===== src/rtl/mdu_pkg.sv =====
// mdu_pkg: shared definitions for the iterative multiply/divide unit.
//   - op encodings presented on the op port
//   - FSM state encoding
//   - default operand/result width
package mdu_pkg;

   localparam int MDU_WIDTH = 64;

   localparam logic [2:0] MDU_MUL   = 3'd0;
   localparam logic [2:0] MDU_SMULH = 3'd1;
   localparam logic [2:0] MDU_UMULH = 3'd2;
   localparam logic [2:0] MDU_SDIV  = 3'd3;
   localparam logic [2:0] MDU_UDIV  = 3'd4;

   typedef enum logic [1:0] {
      ST_IDLE = 2'd0,
      ST_CALC = 2'd1,
      ST_FIX  = 2'd2,
      ST_DONE = 2'd3
   } mdu_state_t;

endpackage


===== src/rtl/mdu_step.sv =====
// mdu_step: one combinational iteration of the multiply/divide datapath.
// Ports:
//   i_acc     2*WIDTH accumulator (multiply: partial product;
//             divide: {remainder, quotient})
//   i_operand multiplicand (multiply) or divisor (divide), unsigned
//   i_bit     next multiplier / dividend bit, MSB first
//   i_mul     1 = shift-add multiply step, 0 = restoring divide step
//   o_acc     accumulator after this step
module mdu_step #(
   parameter int WIDTH = 64
) (
   input  logic [2*WIDTH-1:0] i_acc,
   input  logic [WIDTH-1:0]   i_operand,
   input  logic               i_bit,
   input  logic               i_mul,
   output logic [2*WIDTH-1:0] o_acc
);

   logic [2*WIDTH-1:0] w_shl;
   logic [2*WIDTH-1:0] w_addend;
   logic [WIDTH:0]     w_trial;
   logic [WIDTH:0]     w_diff;

   always_comb begin
      // Multiply is MSB-first: product = (product << 1) + (bit ? a : 0).
      w_shl    = {i_acc[2*WIDTH-2:0], 1'b0};
      w_addend = i_bit ? {{WIDTH{1'b0}}, i_operand} : '0;
      // Divide: remainder shifted with the next dividend bit. Since the
      // remainder is always below the divisor, a non-negative difference
      // never reaches bit WIDTH, so that bit is a clean borrow flag.
      w_trial  = {i_acc[2*WIDTH-1:WIDTH], i_bit};
      w_diff   = w_trial - {1'b0, i_operand};
      if (i_mul) begin
         o_acc = w_shl + w_addend;
      end else if (!w_diff[WIDTH]) begin
         o_acc = {w_diff[WIDTH-1:0], i_acc[WIDTH-2:0], 1'b1};
      end else begin
         o_acc = {w_trial[WIDTH-1:0], i_acc[WIDTH-2:0], 1'b0};
      end
   end

endmodule


===== src/rtl/mdu_iterative.sv =====
// mdu_iterative: iterative 64-bit MUL/SMULH/UMULH/SDIV/UDIV unit placed
// after the register file read ports; result goes to the write port.
// Ports:
//   i_clk, i_rst          clock, async active-high reset
//   i_start, i_op         request and operation code (sampled in IDLE)
//   i_operand_a/_b        Rn / Rm values
//   i_rd_in               destination register index
//   o_busy                high in every state except IDLE
//   o_done, o_reg_wr      one-cycle completion pulse / write enable
//   o_result, o_rd_out    result and destination, held until next start
//
// state | meaning
// IDLE  | waiting for start
// CALC  | one shift-add / shift-subtract step per cycle, WIDTH cycles
// FIX   | apply sign and select the result half
// DONE  | done/reg_wr pulse, return to IDLE
module mdu_iterative
   import mdu_pkg::*;
#(
   parameter int WIDTH = MDU_WIDTH
) (
   input  logic             i_clk,
   input  logic             i_rst,
   input  logic             i_start,
   input  logic [2:0]       i_op,
   input  logic [WIDTH-1:0] i_operand_a,
   input  logic [WIDTH-1:0] i_operand_b,
   input  logic [4:0]       i_rd_in,
   output logic             o_busy,
   output logic             o_done,
   output logic             o_reg_wr,
   output logic [WIDTH-1:0] o_result,
   output logic [4:0]       o_rd_out
);

   localparam int         CW     = $clog2(WIDTH);
   localparam logic [CW-1:0] C_LAST = CW'(WIDTH - 1);

   mdu_state_t         r_state;
   logic [2:0]         r_op;
   logic               r_sign;
   logic [2*WIDTH-1:0] r_acc;
   logic [CW-1:0]      r_cnt;
   logic [WIDTH-1:0]   r_opnd;
   logic [WIDTH-1:0]   r_shift;
   logic               r_busy;
   logic               r_done;
   logic [WIDTH-1:0]   r_result;
   logic [4:0]         r_rd;

   logic               w_in_div;
   logic               w_in_signed;
   logic               w_shortcut;
   logic [WIDTH-1:0]   w_mag_a;
   logic [WIDTH-1:0]   w_mag_b;
   logic               w_mul;
   logic [2*WIDTH-1:0] w_acc_next;
   logic [2*WIDTH-1:0] w_prod_s;
   logic [WIDTH-1:0]   w_quot_s;
   logic [WIDTH-1:0]   w_fix;

   assign w_in_div    = (i_op == MDU_SDIV) || (i_op == MDU_UDIV);
   assign w_in_signed = (i_op == MDU_SMULH) || (i_op == MDU_SDIV);
   assign w_shortcut  = (i_op > MDU_UDIV) || (w_in_div && (i_operand_b == '0));
   assign w_mag_a     = (w_in_signed && i_operand_a[WIDTH-1]) ? -i_operand_a : i_operand_a;
   assign w_mag_b     = (w_in_signed && i_operand_b[WIDTH-1]) ? -i_operand_b : i_operand_b;
   assign w_mul       = (r_op != MDU_SDIV) && (r_op != MDU_UDIV);

   mdu_step #(.WIDTH(WIDTH)) u_step (
      .i_acc     (r_acc),
      .i_operand (r_opnd),
      .i_bit     (r_shift[WIDTH-1]),
      .i_mul     (w_mul),
      .o_acc     (w_acc_next)
   );

   // Magnitude 0x80..0 negates to itself, which gives the wrapping
   // SDIV(MIN, -1) = MIN behaviour without a special case.
   assign w_prod_s = r_sign ? -r_acc : r_acc;
   assign w_quot_s = r_sign ? -r_acc[WIDTH-1:0] : r_acc[WIDTH-1:0];

   always_comb begin
      w_fix = w_quot_s;
      case (r_op)
         MDU_MUL:              w_fix = w_prod_s[WIDTH-1:0];
         MDU_SMULH, MDU_UMULH: w_fix = w_prod_s[2*WIDTH-1:WIDTH];
         default:              w_fix = w_quot_s;
      endcase
   end

   always_ff @(posedge i_clk or posedge i_rst) begin
      if (i_rst) begin
         r_state  <= ST_IDLE;
         r_op     <= MDU_MUL;
         r_sign   <= 1'b0;
         r_acc    <= '0;
         r_cnt    <= '0;
         r_opnd   <= '0;
         r_shift  <= '0;
         r_busy   <= 1'b0;
         r_done   <= 1'b0;
         r_result <= '0;
         r_rd     <= '0;
      end else begin
         r_done <= 1'b0;
         case (r_state)
            ST_IDLE: begin
               if (i_start) begin
                  r_rd   <= i_rd_in;
                  r_busy <= 1'b1;
                  if (w_shortcut) begin
                     r_result <= '0;
                     r_done   <= 1'b1;
                     r_state  <= ST_DONE;
                  end else begin
                     r_op    <= i_op;
                     r_sign  <= w_in_signed & (i_operand_a[WIDTH-1] ^ i_operand_b[WIDTH-1]);
                     // Step operand is the divisor / multiplicand; the
                     // shifted-out bits come from the dividend / multiplier.
                     r_opnd  <= w_in_div ? w_mag_b : w_mag_a;
                     r_shift <= w_in_div ? w_mag_a : w_mag_b;
                     r_acc   <= '0;
                     r_cnt   <= '0;
                     r_state <= ST_CALC;
                  end
               end
            end
            ST_CALC: begin
               r_acc   <= w_acc_next;
               r_shift <= {r_shift[WIDTH-2:0], 1'b0};
               r_cnt   <= r_cnt + 1'b1;
               if (r_cnt == C_LAST) r_state <= ST_FIX;
            end
            ST_FIX: begin
               r_result <= w_fix;
               r_done   <= 1'b1;
               r_state  <= ST_DONE;
            end
            ST_DONE: begin
               r_busy  <= 1'b0;
               r_state <= ST_IDLE;
            end
            default: r_state <= ST_IDLE;
         endcase
      end
   end

   assign o_busy   = r_busy;
   assign o_done   = r_done;
   assign o_reg_wr = r_done;
   assign o_result = r_result;
   assign o_rd_out = r_rd;

endmodule

===== config.mk =====
export PLATFORM = sky130hd
export DESIGN_NAME = mdu_iterative
export DESIGN_NICKNAME = d
export VERILOG_FILES = /design/src/rtl/mdu_pkg.sv /design/src/rtl/mdu_step.sv /design/src/rtl/mdu_iterative.sv
export SDC_FILE = /design/constraint.sdc
export NUM_CORES = 2
export LEC_CHECK = 0
export CORE_MARGIN = 2
export CORE_UTILIZATION = 45
export CTS_BUF_LIST = sky130_fd_sc_hd__clkbuf_2
export CTS_CLUSTER_SIZE = 8
export DETAILED_ROUTE_END_ITERATION = 7
export PLACE_DENSITY = 0.63
export SLEW_MARGIN = 5
export SYNTH_ARGS = -nofsm -noshare
export SYNTH_HDL_FRONTEND = slang
export SYNTH_SLANG_ARGS = --single-unit
export TNS_END_PERCENT = 50

===== constraint.sdc =====
create_clock -name i_clk -period 12.5 [get_ports i_clk]
set_input_delay 1.875 -clock i_clk [delete_from_list [all_inputs] [get_ports i_clk]]
set_output_delay 1.875 -clock i_clk [all_outputs]
set_load 0.01 [all_outputs]

==> results.md <==
Setup path:
- The data required time at the worst endpoint is 13.54 ns.
- The worst setup path is captured at a flip-flop.
- The cell depth of the worst flop-to-flop path is 15.
- In this run the worst setup path terminates at r_acc[108].
- The delay of the slowest critical-path stage is 1.06 ns.
- The cell with the biggest individual delay on the critical path is a2111oi_0.
- The launching point of the worst reg2reg path is r_shift[63].
- The origin of the worst setup path is r_shift[63].
- The signal on the critical path passes through inv_2, buf_4, nor2_1, ha_1, nand4_1, nor3_1, nand3_1, o31ai_1, a211oi_1, a2111o_1, a2111oi_0, a21oi_1, o21ai_0, o21ai_0, a221o_1.
- For flop-to-flop paths, the worst setup slack is 6.14 ns.
- STA puts the critical path data arrival time at 7.39 ns.
- In this run the critical register-to-register path is captured at r_acc[108].
- The largest fanout on the critical path is 65.
- By startpoint and endpoint, the worst setup path is classified as flip-flop to flip-flop.
- The startpoint type of the worst setup path is a flip-flop.
- By instance count, the cell type seen most on the critical path is o21ai_0.

Route:
- The count of nets left with antenna violations once routing finished came out at 0.
- The routed via count is 32,600.
- The detailed router finished its first iteration with 3,908 violations.
- The total wire length after detailed routing is 123,000 um.
- The remaining design rule violation count is 0.
- For this run, the detailed router's first-pass iteration total came to 7.
- The via density per instance is 6.26.
- The routed wirelength normalized by instance count is 23.6 um.

STA:
- The time the final worst path needs with I/O delays and setup is 6.36 ns.
- The number of slew-limit violations in the final report is 0.
- Setup violations remaining at the end of the flow were counted as 0.
- Setup repair after global routing left no endpoint under its margin.
- The clock skew after layout is 0.0942 ns.
- The maximum clock rate is 157 MHz.
- The ratio of final minimum period to clock period is 50.9%.
- The worst pin sits at a relative slew slack of 19.3%.
- At the pin with the least slew margin, the transition time is 1.20 ns.
- In the final timing run, aggregate negative setup slack is 0 ns.
- The final hold violation count is 0.

Floorplan:
- The I/O pin total is 211.
- In this run the vertical extent of the chip is 267 um.
- The initial utilization of the core area, before any placement, comes to 45.3%.
- The area of the core is 68,500 sq um.
- The die covers 71,100 sq um.
- The chip width is 267 um.
- The floorplan has 96 rows.

Clock network:
- Clock tree synthesis found a total of 339 sinks.
- In this run the number of H-tree levels came out at 3.
- The number of setup buffers added after CTS is 0.
- In this run, post-CTS repair resized a total of 0 instances.
- The clock latency at the later pin of the worst-skew pair is 1.20 ns.
- In this run, post-CTS hold repair placed 0 buffers.
- The buffer type at the clock tree root is clkbuf_2.
- After clock tree synthesis, the clock-pin slew on the worst setup and hold paths is 0.11 ns.
- The number of buffers on the longest clock path is 3.
- In this run, CTS created clock tree buffers numbering 98.
- TritonCTS built the clock tree.

GRT:
- The via count of the first global-routing pass is 30,200.
- Global routing used 33.8% of the available tracks across all layers.
- For met3 alone, demand over resource in global routing was 7.87%.
- The busiest metal layer after global routing is met2.
- Entering global routing, the biggest net connects 110 pins.
- The met2 demand-to-capacity share in global routing is 51.7%.
- The first-pass GRT wire length is 185,000 um.
- The initial antenna violation count was 3.
- Global routing used 45.2% of the available met1 tracks.
- The total overflow reported by the global router is 0.

Power:
- Of the total power, combinational logic draws 12.1%.
- Across the VDD grid, the largest voltage drop is 0.0414 mV.
- In this run the static leakage power is 14.2 nW.
- The internal power of the cells totals 0.00152 W.
- The post-layout total power is 0.00224 W.
- The net switching power is 0.000726 W.
- Net switching is 32.4% of the power.
- For this design the ratio of total power to cell area is 65.0 nW/um^2.
- Registers are responsible for 49.6% of the overall power.
- The clock network accounts for 38.3% of the total power.

Synth:
- The post-synthesis instance total is 4,197.
- The most frequent cell after synthesis is nor2_1.
- The largest area contributor in the synthesized netlist is dfrtp_1.
- The share of synthesized area in the top cell type comes to 27.3%.
- Yosys printed 0 warnings.
- After synthesis, flip-flops and latches occupy 27.3% of the total area.
- The average size of a mapped cell is 7.40 sq um.
- Ranked by instance count, the synthesized netlist is headed by nor2_1, nand2_1, a21oi_1, o21ai_0, dfrtp_1.
- The netlist area before placement is 31,000 sq um.
- Counting flops with an async set or reset pin after synthesis yields a share of 100%.
- The most used flip-flop cell after synthesis is dfrtp_1.
- The net count after synthesis is 4,474.
- The synthesized netlist contains 90 unique library cells.
- The synthesized design contains 0 enable-type register cells.
- Yosys attributes the largest share of cell area to dfrtp_1, a21oi_1, o21ai_0.
- The synthesized design contains 339 register bits.

Place:
- The congestion estimate from routability-driven global placement came to 1.01.
- During placement, the flow inserted port buffers numbering 210.
- The HPWL after detailed placement is 93,300 um.

Final layout:
- The total number of nets in the final design is 4,531.
- Relative to the synthesized area, the layout overhead comes to 11.0%.
- The fraction of final layout cells with drive strength greater than 1 is 6.08%.
- Cells fill 50.3% of the core in the end.

Status:
- The flow ran to the end, and the final reports show no timing, DRC or antenna violations.

Worst hold path:
- The tightest min-delay check is of the flip-flop to flip-flop type.

Job:
- The tool flagged a number of max-cap violations equal to 0.
-- final cells by class --
type                    count  area, sq um
multi-input cells        3431        21000
clock buffers             130          651
repair buffers            259         2470
fillers                  7000        34000
inverters                 125          477
flip-flops and latches    339         8490
well taps                 882         1100
diodes                      3         7.51
clock inverters            44          228
-- metal layers --
layer	wire length, um	vias up
met5	0	-
met4	5950	0
met3	12200	335
met2	53100	1727
met1	52000	15200
li1	-	15300
-- sequential cells by signal, summed over array words and instances (netlist names) --
register  cells
r_op          3
o_busy        1
o_result     64
r_state       2
r_cnt         6
r_opnd       64
o_done        1
r_shift      64
r_sign        1
r_acc       128
o_rd_out      5
-- power groups by stage --
| stage | Combinational (W) | Sequential [W] | Clock (W) |
|---|---|---|---|
| final | 0.000271 | 0.00111 | 0.000859 |
| after global routing | 0.000297 | 0.00111 | 0.000937 |
| after CTS | 0.000270 | 0.00111 | 0.000879 |
| after detailed placement | 0.000270 | 0.00113 | 0 |
| after global placement | 0.000268 | 0.00113 | 0 |
| after floorplan | 0.000154 | 0.00112 | 0 |
-- critical path, delay by kind of cell, from the launching register on --
kind / cells / cell delay, ns
AND/OR/NAND/NOR: 4 / 1.20
flip-flops: 1 / 0.53
buffers and inverters: 2 / 0.76
adder cells (fa/ha/maj): 1 / 0.53
AO/OA/AOI/OAI: 8 / 3.15
-- cells by family (layout without fill, tap and decap cells) --
kind of cell / Yosys count / count (layout) / synth area share (%)
simple gates: 1460 / 1460 / 21.9
compound gates: 1402 / 1402 / 27.6
buf+inv: 427 / 558 / 5.22
xor+xnor: 393 / 393 / 11.1
flops: 339 / 339 / 27.3
fa+ha+maj: 138 / 138 / 5.61
mux: 38 / 38 / 1.27
other cells: 0 / 3 / 0
-- through the flow --
step | setup WS [ns] | std cells | area (sq um) | hold WS [ns]
after floorplan | 1.23 | 4197 | 31000 | 0.439
after global placement | 5.32 | 5036 | 33600 | 0.456
after detailed placement | 5.31 | 5036 | 33600 | 0.467
after CTS | 6.33 | 5210 | 34500 | 0.491
after global routing | 5.99 | 5212 | 34500 | 0.508
final | 6.14 | 5213 | 34500 | 0.482
-- worst min path at each step --
stage,end,cells past startpoint,startpoint,slack [ns]
2_1_floorplan,r_opnd[57],2,r_opnd[57],0.44
3_3_place_gp,r_opnd[57],2,r_opnd[57],0.46
3_5_place_dp,r_opnd[15],1,r_opnd[15],0.47
4_1_cts,r_opnd[15],1,r_opnd[15],0.49
5_1_grt,r_opnd[29],2,r_opnd[29],0.51
6_report,r_opnd[40],2,r_opnd[40],0.48
-- cells in the final DEF, fill, tap and decap left out, types with 30 or more instances in the layout --
cell and count:
or3_1 43, o21ai_0 412, nor3_1 80, and2_1 30, o22ai_1 46, dfrtp_1 338, a21oi_1 447, nand3_1 92
clkbuf_2 130, and3_1 33, clkdlybuf4s50_1 210, a21o_1 50, nand4_1 74, or4_1 31, a22o_1 36, nand2_1 449
ha_1 135, xnor2_1 230, a31oi_1 31, nand2b_1 36, nor4_1 51, nor2_1 461, inv_1 122, o21bai_1 34
a211oi_1 32, xor2_1 162, a22oi_1 56, buf_4 49, o31ai_1 78
Note: power is estimated with default switching activity, not from simulation.
